**src/rtl/shift4_arb_ctrl_if.sv**
```systemverilog
// Bus bundle for shift4_arb_ctrl: two requesters' request/data inputs plus
// grant, serial-shift strobe and reassembled-word outputs.
interface shift4_arb_ctrl_if #(
    parameter int unsigned LENGTH = 4
);
    logic [1:0]        req;
    logic [LENGTH-1:0] din0;
    logic [LENGTH-1:0] din1;
    logic [1:0]        gnt;
    logic              busy;
    logic              sh_en;
    logic              sd;
    logic              done;
    logic [LENGTH-1:0] dout;
    logic              src;

    modport master (
        output req, din0, din1,
        input  gnt, busy, sh_en, sd, done, dout, src
    );

    modport slave (
        input  req, din0, din1,
        output gnt, busy, sh_en, sd, done, dout, src
    );
endinterface

```
**src/rtl/shift4_arb_ctrl.sv**
```systemverilog
// Two-requester arbiter that serialises the winner's word MSB first and reassembles it.
// Define SHIFT4_ARB_RR_EN for round-robin arbitration; default is fixed priority (requester 0).
module shift4_arb_ctrl #(
    parameter int unsigned LENGTH = 4
) (
    input  logic               clk,
    input  logic               rst,
    shift4_arb_ctrl_if.slave   bus
);
    localparam int unsigned CW = $clog2(LENGTH) + 1;

    typedef enum logic [1:0] {IDLE, SHIFT, DONE} state_t;

    state_t            state_q, state_d;
    logic [CW-1:0]     cnt_q, cnt_d;
    logic [LENGTH-1:0] word_q, word_d;
    logic [LENGTH-1:0] cap_q, cap_d;
    logic              win_q, win_d;
    logic [1:0]        gnt_q, gnt_d;
    logic              busy_q, busy_d;
    logic              sh_en_q, sh_en_d;
    logic              sd_q, sd_d;
    logic              done_q, done_d;
    logic [LENGTH-1:0] dout_q, dout_d;
    logic              src_q, src_d;

    logic              arb_win;
    logic [LENGTH-1:0] din_sel;
    logic [LENGTH-1:0] bit_mask;
    logic              last_shift;

`ifdef SHIFT4_ARB_RR_EN
    logic              last_q, last_d;
`endif

    always_comb begin
`ifdef SHIFT4_ARB_RR_EN
        arb_win = (bus.req == 2'b11) ? ~last_q : bus.req[1];
`else
        arb_win = ~bus.req[0];
`endif
        din_sel    = arb_win ? bus.din1 : bus.din0;
        last_shift = (cnt_q == CW'(LENGTH - 1));
        // Selects word bit LENGTH-1-(cnt+1): the bit presented on the next shift cycle
        bit_mask   = {1'b1, {(LENGTH-1){1'b0}}} >> (cnt_q + CW'(1));
    end

    always_ff @(posedge clk or negedge rst) begin
        if (!rst) begin
            state_q <= IDLE;
            cnt_q   <= '0;
            word_q  <= '0;
            cap_q   <= '0;
            win_q   <= 1'b0;
            gnt_q   <= '0;
            busy_q  <= 1'b0;
            sh_en_q <= 1'b0;
            sd_q    <= 1'b0;
            done_q  <= 1'b0;
            dout_q  <= '0;
            src_q   <= 1'b0;
`ifdef SHIFT4_ARB_RR_EN
            last_q  <= 1'b1;
`endif
        end else begin
            state_q <= state_d;
            cnt_q   <= cnt_d;
            word_q  <= word_d;
            cap_q   <= cap_d;
            win_q   <= win_d;
            gnt_q   <= gnt_d;
            busy_q  <= busy_d;
            sh_en_q <= sh_en_d;
            sd_q    <= sd_d;
            done_q  <= done_d;
            dout_q  <= dout_d;
            src_q   <= src_d;
`ifdef SHIFT4_ARB_RR_EN
            last_q  <= last_d;
`endif
        end
    end

    always_comb begin
        state_d = state_q;
        cnt_d   = cnt_q;
        word_d  = word_q;
        cap_d   = cap_q;
        win_d   = win_q;
`ifdef SHIFT4_ARB_RR_EN
        last_d  = last_q;
`endif
        case (state_q)
            IDLE: begin
                if (|bus.req) begin
                    state_d = SHIFT;
                    cnt_d   = '0;
                    word_d  = din_sel;
                    win_d   = arb_win;
`ifdef SHIFT4_ARB_RR_EN
                    last_d  = arb_win;
`endif
                end
            end
            SHIFT: begin
                cap_d = (cap_q << 1) | LENGTH'(sd_q);
                cnt_d = cnt_q + CW'(1);
                if (last_shift) begin
                    state_d = DONE;
                end
            end
            DONE:    state_d = IDLE;
            default: state_d = IDLE;
        endcase
    end

    // Output registers are loaded one edge ahead so every output is a flop
    always_comb begin
        gnt_d   = '0;
        sh_en_d = 1'b0;
        done_d  = 1'b0;
        busy_d  = (state_d != IDLE);
        sd_d    = sd_q;
        dout_d  = dout_q;
        src_d   = src_q;
        case (state_q)
            IDLE: begin
                if (|bus.req) begin
                    gnt_d[arb_win] = 1'b1;
                    sh_en_d        = 1'b1;
                    sd_d           = din_sel[LENGTH-1];
                end
            end
            SHIFT: begin
                if (last_shift) begin
                    sd_d   = 1'b0;
                    done_d = 1'b1;
                    dout_d = cap_d;
                    src_d  = win_q;
                end else begin
                    sh_en_d = 1'b1;
                    sd_d    = |(word_q & bit_mask);
                end
            end
            default: ;
        endcase
    end

    assign bus.gnt   = gnt_q;
    assign bus.busy  = busy_q;
    assign bus.sh_en = sh_en_q;
    assign bus.sd    = sd_q;
    assign bus.done  = done_q;
    assign bus.dout  = dout_q;
    assign bus.src   = src_q;
endmodule

```
**src/flat_wrapper.sv**
```systemverilog
// flat-port wrapper written by rule: the top's interface ports become plain ports
module shift4_arb_ctrl_flat 
#(
    parameter int unsigned LENGTH = 4
)
  (clk, rst, bus_req, bus_din0, bus_din1, bus_gnt, bus_busy, bus_sh_en, bus_sd, bus_done, bus_dout, bus_src);
  shift4_arb_ctrl_if #(.LENGTH(LENGTH)) bus_i ();
  input  logic clk;
  input  logic rst;
  input wire logic [$bits(bus_i.req)-1:0] bus_req;
  input wire logic [$bits(bus_i.din0)-1:0] bus_din0;
  input wire logic [$bits(bus_i.din1)-1:0] bus_din1;
  output wire logic [$bits(bus_i.gnt)-1:0] bus_gnt;
  output wire logic [$bits(bus_i.busy)-1:0] bus_busy;
  output wire logic [$bits(bus_i.sh_en)-1:0] bus_sh_en;
  output wire logic [$bits(bus_i.sd)-1:0] bus_sd;
  output wire logic [$bits(bus_i.done)-1:0] bus_done;
  output wire logic [$bits(bus_i.dout)-1:0] bus_dout;
  output wire logic [$bits(bus_i.src)-1:0] bus_src;
  assign bus_i.req = bus_req;
  assign bus_i.din0 = bus_din0;
  assign bus_i.din1 = bus_din1;
  assign bus_gnt = bus_i.gnt;
  assign bus_busy = bus_i.busy;
  assign bus_sh_en = bus_i.sh_en;
  assign bus_sd = bus_i.sd;
  assign bus_done = bus_i.done;
  assign bus_dout = bus_i.dout;
  assign bus_src = bus_i.src;
  shift4_arb_ctrl #(.LENGTH(LENGTH)) u_core (.clk(clk), .rst(rst), .bus(bus_i));
endmodule
```
**config.mk**
```make
export PLATFORM = sky130hd
export DESIGN_NAME = shift4_arb_ctrl_flat
export DESIGN_NICKNAME = d
export VERILOG_FILES = /design/src/rtl/shift4_arb_ctrl_if.sv /design/src/rtl/shift4_arb_ctrl.sv /design/src/flat_wrapper.sv
export SDC_FILE = /design/constraint.sdc
export NUM_CORES = 1
export LEC_CHECK = 0
export ABC_AREA = 0
export CORE_ASPECT_RATIO = 0.7
export CORE_MARGIN = 2
export CORE_UTILIZATION = 50
export CTS_CLUSTER_SIZE = 16
export DETAILED_ROUTE_END_ITERATION = 16
export PLACE_DENSITY = 0.79
export SLEW_MARGIN = 20
export SYNTH_ARGS = -nofsm -noshare
export SYNTH_HDL_FRONTEND = slang
export SYNTH_SLANG_ARGS = --single-unit
```
**constraint.sdc**
```tcl
create_clock -name clk -period 3.6 [get_ports clk]
set_input_delay 0.9 -clock clk [delete_from_list [all_inputs] [get_ports clk]]
set_output_delay 0.9 -clock clk [all_outputs]
set_load 0.05 [all_outputs]
```
======== After elaboration in Yosys (flattened, before gate mapping) ========
Cells that the tools add are included.
operators by class
  add/subtract/negate cells ............... 1
  magnitude comparators ................... 2
  eq/ne operators ......................... 3
  shifts and indexed selects .............. 1
  multiplexer cells ....................... 19
  bitwise gates (word level) .............. 3
  reductions and logical operators ........ 9
operators by type and width
  cell                                                       number
  2-to-1 mux 2 bit                                           4
  2-to-1 mux 4 bit                                           2
  2-to-1 mux 1 bit                                           7
  one-hot mux 3 bit (2 select lines)                         1
  AND reduction 2 bit                                        3
  bitwise AND 4 bit                                          1
  bitwise OR 4 x 1 -> 4 bit                                  1
  one-hot mux 1 bit (2 select lines)                         2
  one-hot mux 2 bit (2 select lines)                         1
  nonzero test 2 bit                                         2
  OR reduction 4 bit                                         1
  >> shifter 4 x 3 -> 4 bit (first input constant)           1
  adder 3 x 1 -> 3 bit (second input constant)               1
  equality test 3 x 2 -> 1 bit (second input constant)       1
  2-to-1 mux 3 bit                                           1
  equality test 2 x 1 -> 1 bit (second input constant)       1
  zero test 2 bit                                            1
  < comparator 1 x 2 -> 1 bit (second input constant)        1
  inequality test 2 x 1 -> 1 bit (second input constant)     1
  OR reduction 2 bit                                         1
  demux 1 bit (select 1 bit)                                 1
  greater-or-equal comparator 1 bit (second input constant)  1
  logical AND 1 bit                                          1
  NOT 1 bit                                                  1
storage, ports and cells
  register bits ........................... 25
  bits of input ports ..................... 12
  output and inout port bits .............. 11
  word-level logic and storage cells ...... 50

======== Logic depth before layout (Yosys ltp) ========
Gate-level depths: netlist of the first run.
  depth in word-level cells ............... 7
  gate-level depth with buffers ........... 5
  depth with buffers taken out ............ 5

======== Worst setup path before layout of the first run ========
Ideal clock, no wire load.
  kind .................................... input to register
  from .................................... input bus_req[0]
  to ...................................... register u_core.word_q[0]
  library setup time ...................... 0.125 ns
  arrival time ............................ 1.647 ns
  data required time ...................... 3.475 ns
  slack ................................... 1.828 ns
  cell stages on the path ................. 3
  buffers on the path ..................... 1
  path through ............................ buf_2 > mux2_2 > mux2_2
between the ends
  cells in the longest elaborated chain, start to end .. 2
  elaborated cells between the ends (all ways) .. 3
  classes of those cells .................. 1 x mux; 2 x reduce/logical
ends and longest elaborated chain
  item                                  RTL line               text
  start: declaration                    flat_wrapper.sv:10     input wire logic [$bits(bus_i.req)-1:0] bus_req;
  OR reduction 2 bit                    shift4_arb_ctrl.sv:95  if (|bus.req) begin
  AND reduction 2 bit (no source line)  -
  end signal: assignment                shift4_arb_ctrl.sv:68  word_q <= word_d;
  end: declaration                      shift4_arb_ctrl.sv:16  logic [LENGTH-1:0] word_q, word_d;
Several ways; a longest one is shown, not always the timed one.
A chain may end at the register's enable or synchronous reset.

======== Worst setup path in the final report of the first run ========
  from .................................... register u_core.sd_q (netlist: u_core.bus.sd)
  to ...................................... output bus_sd
RTL lines
  item                      RTL line               text
  start: declaration        shift4_arb_ctrl.sv:22  logic sd_q, sd_d;
  start signal: assignment  shift4_arb_ctrl.sv:58  sd_q <= 1'b0;
  start signal: assignment  shift4_arb_ctrl.sv:74  sd_q <= sd_d;
  end: declaration          flat_wrapper.sv:16     output wire logic [$bits(bus_i.sd)-1:0] bus_sd;
No word-level cell between the ends.

==> results of run 1 <==
[cell type report]
cell class | instances | area, sq um
Clock buffer | 3 | 22.5
Clock inverter | 1 | 30.0
Sequential cell | 24 | 601
Inverter | 6 | 22.5
Multi-Input combinational cell | 54 | 419
Tap cell | 22 | 27.5
Timing Repair Buffer | 22 | 215
Fill cell | 145 | 582
[kinds of logic after synthesis]
kind of cell | synth area share (%)
flip-flops | 57.3
AND/OR/NAND/NOR | 10.3
multiplexers | 14.3
AO/OA/AOI/OAI | 8.24
buffers and inverters | 2.63
adder cells (fa/ha/maj) | 7.17
[worst max-delay path by stage]
stage	end
6_report	bus_sd
5_1_grt	bus_sd
4_1_cts	bus_sd
3_5_place_dp	u_core.word_q[2]
3_3_place_gp	u_core.word_q[0]
2_1_floorplan	u_core.word_q[0]
[registers in the layout (all words and copies together), names as in the netlist, 2 cells and up]
signal / flops
u_core.bus.gnt: 2
u_core.cnt_q: 3
u_core.bus.dout: 4
u_core.state_q: 2
u_core.cap_q: 3
u_core.word_q: 4
[stage by stage]
stage	worst slack (ns)	instance area [sq um]
final	1.14	1340
after global routing	1.06	1340
after CTS	1.12	1340
after detailed placement	1.23	1290
after global placement	1.29	1290
after floorplan	1.83	1050
[power groups by stage]
stage | sequential (mW) | clock (mW) | combinational, mW
global route | 0.474 | 0.213 | 0.643
finish | 0.460 | 0.195 | 0.588
floorplan | 0.617 | 0 | 0.258
detailed placement | 0.465 | 0 | 0.590
CTS | 0.461 | 0.200 | 0.595
global placement | 0.459 | 0 | 0.579
[cell usage after synthesis]
cell type  count
a221oi_1       1
nor3_1         1
inv_1          5
buf_2          1
o21bai_1       2
o21a_2         1
mux2_4         1
a211oi_1       1
nor2_1         5
dfrtp_1       24
nand2_1       13
and2b_4        1
nand2_4        1
a21oi_1        1
a22oi_1        2
mux2_2        12
or2b_1         1
o22ai_1        1
and2_1         1
o21ai_0        2
o32a_1         1
ha_1           6
inv_2          1
[layout by cell type (no fill, tap or decap), types with 2 or more instances in the layout]
master / count
mux2_2: 12
nor2_1: 5
clkdlybuf4s50_1: 21
nand2_1: 13
o21ai_0: 2
ha_1: 6
inv_1: 5
clkbuf_4: 3
dfrtp_1: 24
o21bai_1: 2
a22oi_1: 2
[routing by layer]
metal / track usage (%) / vias to the layer above / routed length [um]
met4: 5.45 / 0 / 20
met2: 28.1 / 13 / 878
met1: 23.4 / 338 / 812
met5: 0 / - / 0
met3: 5.56 / 4 / 75
li1: - / 341 / -
==> reports/qor_table.md, run 1 <==
| Stage | Metric | Reported |
|:---|:---|:---|
| placement | Last weighted congestion value of the routability-driven placer | 0.706 |
| setup path | CP delay by family, top | buffers and inverters |
| setup path | Master of the slowest instance on the critical path | clkdlybuf4s50_1 |
| clock tree | Clock insertion delay at the later pin of the skew report | 0.32 ns |
| setup path | Worst-path fanout max | 4 |
| timing | Number of max-slew violations in the final report | 0 |
| clock tree | TritonCTS clock tree | yes |
| clock tree | Quantity of gates resized following cts | 0 |
| timing | Final critical path time including I/O delays and setup | 2.46 ns |
| finish | Antenna diode count | 0 |
| synth | Warnings, synthesis | 0 |
| timing | Total of endpoints with negative setup slack in the final report | 0 |
| setup path | Worst-path cell chain | clkdlybuf4s50_1 |
| power and ir drop | Power per unit of standard cell area | 929 nW/um^2 |
| worst hold path | Hold Crit Start | u_core.cap_q[2] |
| worst hold path | Tightest Hold Check Type | flop to flop |
| placement | Detailed Place HPWL | 1320 um |
| timing | Measured slew at the worst slew-check pin | 0.506 ns |
| route | Antenna-violating nets left | 0 |
| grt | Global-route wire length before repair | 3240 um |
| grt | Largest net degree at the start of global routing | 25 |
| timing | Worst Clk Skew | 0.00668 ns |
| synth | Flops & latches, synth | 24 |
| setup path | Worst path bufs/invs | 1 |
| floorplan | Top Ports | 23 |
| route | DRC violation count after routing | 2 |
| timing | Worst hold margin | 0.505 ns |
| run status | Outcome | finished, violations left |
| power and ir drop | Maximum vdd drop | 0.541 mV |
| setup path | Required time worst endpoint | 2.70 ns |
| clock tree | Hold buffer count at cts | 0 |
| floorplan | Die Footprint | 2480 sq um |
| route | Detail-routed via count per cell | 5.27 |
| clock tree | Clock buffers created by TritonCTS | 3 |
| setup path | Path length in cells of the critical path | 1 |
| clock tree | Maximum clock path buffer count | 2 |
| finish | Number of nets at the end of the flow | 129 |
| synth | Synthesized netlist cell count | 85 |
| synth | Most area-consuming cells after synthesis | dfrtp_1 (57%), mux2_2 (13%), ha_1 (7.2%) |
| power and ir drop | Switching share of power | 40.4% |
| synth | Share of synthesized area occupied by flip-flops and latches | 57.3% |
| run status | Violations in the final reports | DRC |
| finish | Proportion of layout cells with a drive suffix above 1 | 20.0% |
| power and ir drop | Total power after layout | 1.24 mW |
| setup path | Number of cells traversed by the worst register-to-register path | 5 |
| clock tree | Buffers inserted during post-CTS setup optimization | 0 |
| grt | Initial antenna violation count | 0 |
| clock tree | Clock root buffer | clkbuf_4 |
| worst hold path | Hold Path Cell Cnt | 2 |
| timing | Setup tns final | 0 ns |
| synth | Total nets after synthesis | 103 |
| grt | Via count of the first global-routing pass | 675 |
| setup path | Critical Path Source Type | flop |
| synth | Cell taking the most area after synthesis | dfrtp_1 |
| floorplan | Placeable core area | 1920 sq um |
| setup path | Worst setup path startpoint | u_core.bus.sd |
| timing | Setup repair after global routing missed its margin | false |
| route | Count of vias placed by the detailed router | 696 |
| grt | Tot GR Track Use | 17.8% |
| synth | Top-area cell type share of the netlist area | 57.3% |
| timing | Endpoints failing hold | 0 |
| floorplan | Width of the chip | 58.7 um |
| floorplan | Effective utilization at floorplan | 54.6% |
| finish | Number of standard cells in the final layout excluding fillers | 132 |
| route | DRT iter0 DRCs | 31 |
| route | Routed WL per cell | 13.5 um |
| worst hold path | Hold Path End | u_core.cap_q[2] |
| setup path | Worst stage delay on the critical path | 0.82 ns |
| power and ir drop | Switching power | 502 uW |
| route | Final wirelength | 1790 um |
| setup path | Worst EP arrival | 1.56 ns |
| finish | Area growth syn-to-layout | 27.7% |
| clock tree | Clock transition at path regs | 0.13 ns |
| power and ir drop | Leak pwr | 0.636 nW |
| placement | Count of input and output buffers | 22 |
| grt | Residual overflow from global routing | 0 |
| setup path | Type of the worst setup path | flop to primary output |
| finish | Final core occ | 69.7% |
| power and ir drop | Share of total power in the clock network | 15.7% |
| synth | Area of the mapped netlist | 1050 sq um |
| timing | Post-route fraction of the period consumed by the critical path | 68.3% |
| power and ir drop | Share of power burned in combinational logic | 47.3% |
| setup path | Kind of capture point of the worst setup path | primary output |
| setup path | FF-to-FF End | u_core.bus.sd |
| synth | Synth Area per Inst | 12.3 sq um |
| clock tree | Deepest level of the CTS H-tree | 1 |
| placement | Total placed cells including tap cells | 128 |
| floorplan | Row count | 13 |
| route | 1st-pass router iterations | 10 |
| synth | Number of distinct library cells after synthesis | 23 |
| job | Count of maximum capacitance violations | 0 |
| timing | Fmax | 0.407 GHz |
| setup path | Reg-to-reg critical path startpoint | u_core.cnt_q[0] |
| power and ir drop | Part of the total power dissipated in sequential elements | 37.0% |
| clock tree | CTS Sinks | 24 |
| floorplan | Vert. Die Dim | 42.3 um |
| setup path | Setup slack of the worst register-to-register path | 2.11 ns |
| timing | Slew HR | 66.3% |
| power and ir drop | Internal portion of total power | 741 uW |
Note: power is estimated with default switching activity, not from simulation.
==> run 2: changes to the inputs <==
- CORE_UTILIZATION: 50 -> 43
- PLACE_DENSITY: 0.79 -> 0.72
- clock period: 3.6 -> 2.08 ns (I/O delays scaled with it)
==> reports/qor_table.md, run 2 (synthesis gave the netlist of run 1 again) <==
| Stage | Metric | Reported |
|:---|:---|:---|
| run status | Outcome | finished, final reports clean |
| grt | Global-route wire length before repair | 3040 um |
| grt | Via count of the first global-routing pass | 683 |
| setup path | Kind of capture point of the worst setup path | primary output |
| setup path | Critical Path Source Type | flop |
| finish | Proportion of layout cells with a drive suffix above 1 | 20.7% |
| clock tree | Deepest level of the CTS H-tree | 1 |
| timing | Worst Clk Skew | 0.0104 ns |
| clock tree | Clock transition at path regs | 0.13 ns |
| timing | Post-route fraction of the period consumed by the critical path | 96.8% |
| grt | Tot GR Track Use | 14.4% |
| setup path | Worst-path fanout max | 2 |
| timing | Total of endpoints with negative setup slack in the final report | 0 |
| clock tree | Clock buffers created by TritonCTS | 3 |
| power and ir drop | Total power after layout | 2.12 mW |
| setup path | Master of the slowest instance on the critical path | clkdlybuf4s50_1 |
| timing | Measured slew at the worst slew-check pin | 0.496 ns |
| setup path | Worst stage delay on the critical path | 0.80 ns |
| clock tree | Maximum clock path buffer count | 2 |
| route | Final wirelength | 1730 um |
| timing | Worst hold margin | 0.496 ns |
| timing | Number of max-slew violations in the final report | 0 |
| clock tree | Hold buffer count at cts | 0 |
| placement | Post-detailed-placement cell area | 1310 sq um |
| setup path | Setup slack of the worst register-to-register path | 0.60 ns |
| route | Routed WL per cell | 12.1 um |
| placement | Worst-case setup slack after placement | 0.115 ns |
| placement | Last weighted congestion value of the routability-driven placer | 0.727 |
| finish | Area growth syn-to-layout | 29.7% |
| power and ir drop | Power per unit of standard cell area | 1560 nW/um^2 |
| timing | Endpoints failing hold | 0 |
| route | Count of vias placed by the detailed router | 687 |
| finish | Filler Cell Count | 193 |
| grt | Largest net degree at the start of global routing | 25 |
| power and ir drop | Maximum vdd drop | 0.703 mV |
| floorplan | Top Ports | 23 |
| timing | Final critical-path setup slack | 0.0663 ns |
| clock tree | TritonCTS clock tree | yes |
| clock tree | CTS Sinks | 24 |
| placement | Detailed Place HPWL | 1320 um |
| setup path | Worst path bufs/invs | 1 |
| route | Antenna-violating nets left | 0 |
| finish | Area of all placed cells without fillers | 1360 sq um |
| finish | Antenna diode count | 0 |
| setup path | Worst EP arrival | 1.49 ns |
| timing | Setup repair after global routing missed its margin | false |
| setup path | Required time worst endpoint | 1.56 ns |
| finish | Number of nets at the end of the flow | 130 |
| timing | Fmax | 0.497 GHz |
| floorplan | Effective utilization at floorplan | 47.1% |
| timing | Final critical path time including I/O delays and setup | 2.01 ns |
| clock tree | Clock root buffer | clkbuf_4 |
| setup path | Type of the worst setup path | flop to primary output |
| route | DRT iter0 DRCs | 10 |
| power and ir drop | Leak pwr | 0.643 nW |
| job | Count of maximum capacitance violations | 0 |
| timing | Setup tns final | 0 ns |
| grt | Residual overflow from global routing | 0 |
| setup path | Worst-path cell chain | clkdlybuf4s50_1 |
| route | DRC violation count after routing | 0 |
| grt | Initial antenna violation count | 0 |
| setup path | CP delay by family, top | buffers and inverters |
| route | 1st-pass router iterations | 4 |
| floorplan | Die Footprint | 2850 sq um |
| floorplan | Row count | 14 |
| placement | Count of input and output buffers | 22 |
| timing | Slew HR | 66.8% |
| floorplan | Vert. Die Dim | 45.3 um |
| clock tree | Clock insertion delay at the later pin of the skew report | 0.31 ns |
| finish | Highest-count cells in the layout ignoring fill and taps | dfrtp_1 (24), clkdlybuf4s50_1 (20), nand2_1 (13) |
| route | Detail-routed via count per cell | 4.80 |
| floorplan | Width of the chip | 63.0 um |
| worst hold path | Tightest Hold Check Type | flop to flop |
| floorplan | Placeable core area | 2220 sq um |
| finish | Commonest non-fill, non-tap cell in the layout | dfrtp_1 |
## run 2: changes by cell type in the layout (fill, tap and decap cells not counted)
| cell | change |
|---|---|
| dlygate4sd2_1 | +1 |
| buf_4 | +2 |
| buf_2 | -1 |
| clkdlybuf4s50_1 | -1 |
## run 2: final cells by class
type                            count  area [sq um]  area share [%]
Timing Repair Buffer               23           224            16.5
Multi-Input combinational cell     54           419            30.8
Sequential cell                    24           601            44.2
Inverter                            6          22.5            1.66
Tap cell                           32          40.0            2.95
Clock buffer                        3          22.5            1.66
Clock inverter                      1          30.0            2.21
## run 2: metrics by stage
step	cells	util, %
after floorplan	85	-
after global placement	139	58.8
after detailed placement	139	58.8
after CTS	143	61.1
after global routing	143	61.1
final	143	61.1
## run 2: metal layers
metal	up-vias	part of all wire (%)	global-route usage (%)
li1	341	-	-
met5	-	0	0
met4	0	0	0
met2	18	44	24.5
met1	328	50	18.3
met3	0	6.3	6.48
## run 2: repair_timing
item / CTS / global route
hold endpoints to repair: 0 / 0
resized for setup: 1 / 0
buffers inserted: 0 / 0
setup endpoints to repair: 1 / 0
## run 2: final timing paths
kind | end | startpoint | cells past startpoint
setup / recovery | bus_src | u_core.bus.src | 1
hold / removal | u_core.cap_q[2] | u_core.cap_q[2] | 2
setup reg to reg | u_core.bus.sd | u_core.cnt_q[0] | 5
hold reg to reg | u_core.cap_q[2] | u_core.cap_q[2] | 2
max in group asynchronous | u_core.state_q[0] | rst | 2
min in group asynchronous | u_core.bus.gnt[1] | rst | 2
## run 2: report_power, final
group | switching [mW] | total, mW | internal (mW)
Clock | 0.134 | 0.329 | 0.195
Sequential | 0.121 | 0.788 | 0.667
Combinational | 0.596 | 1.01 | 0.412
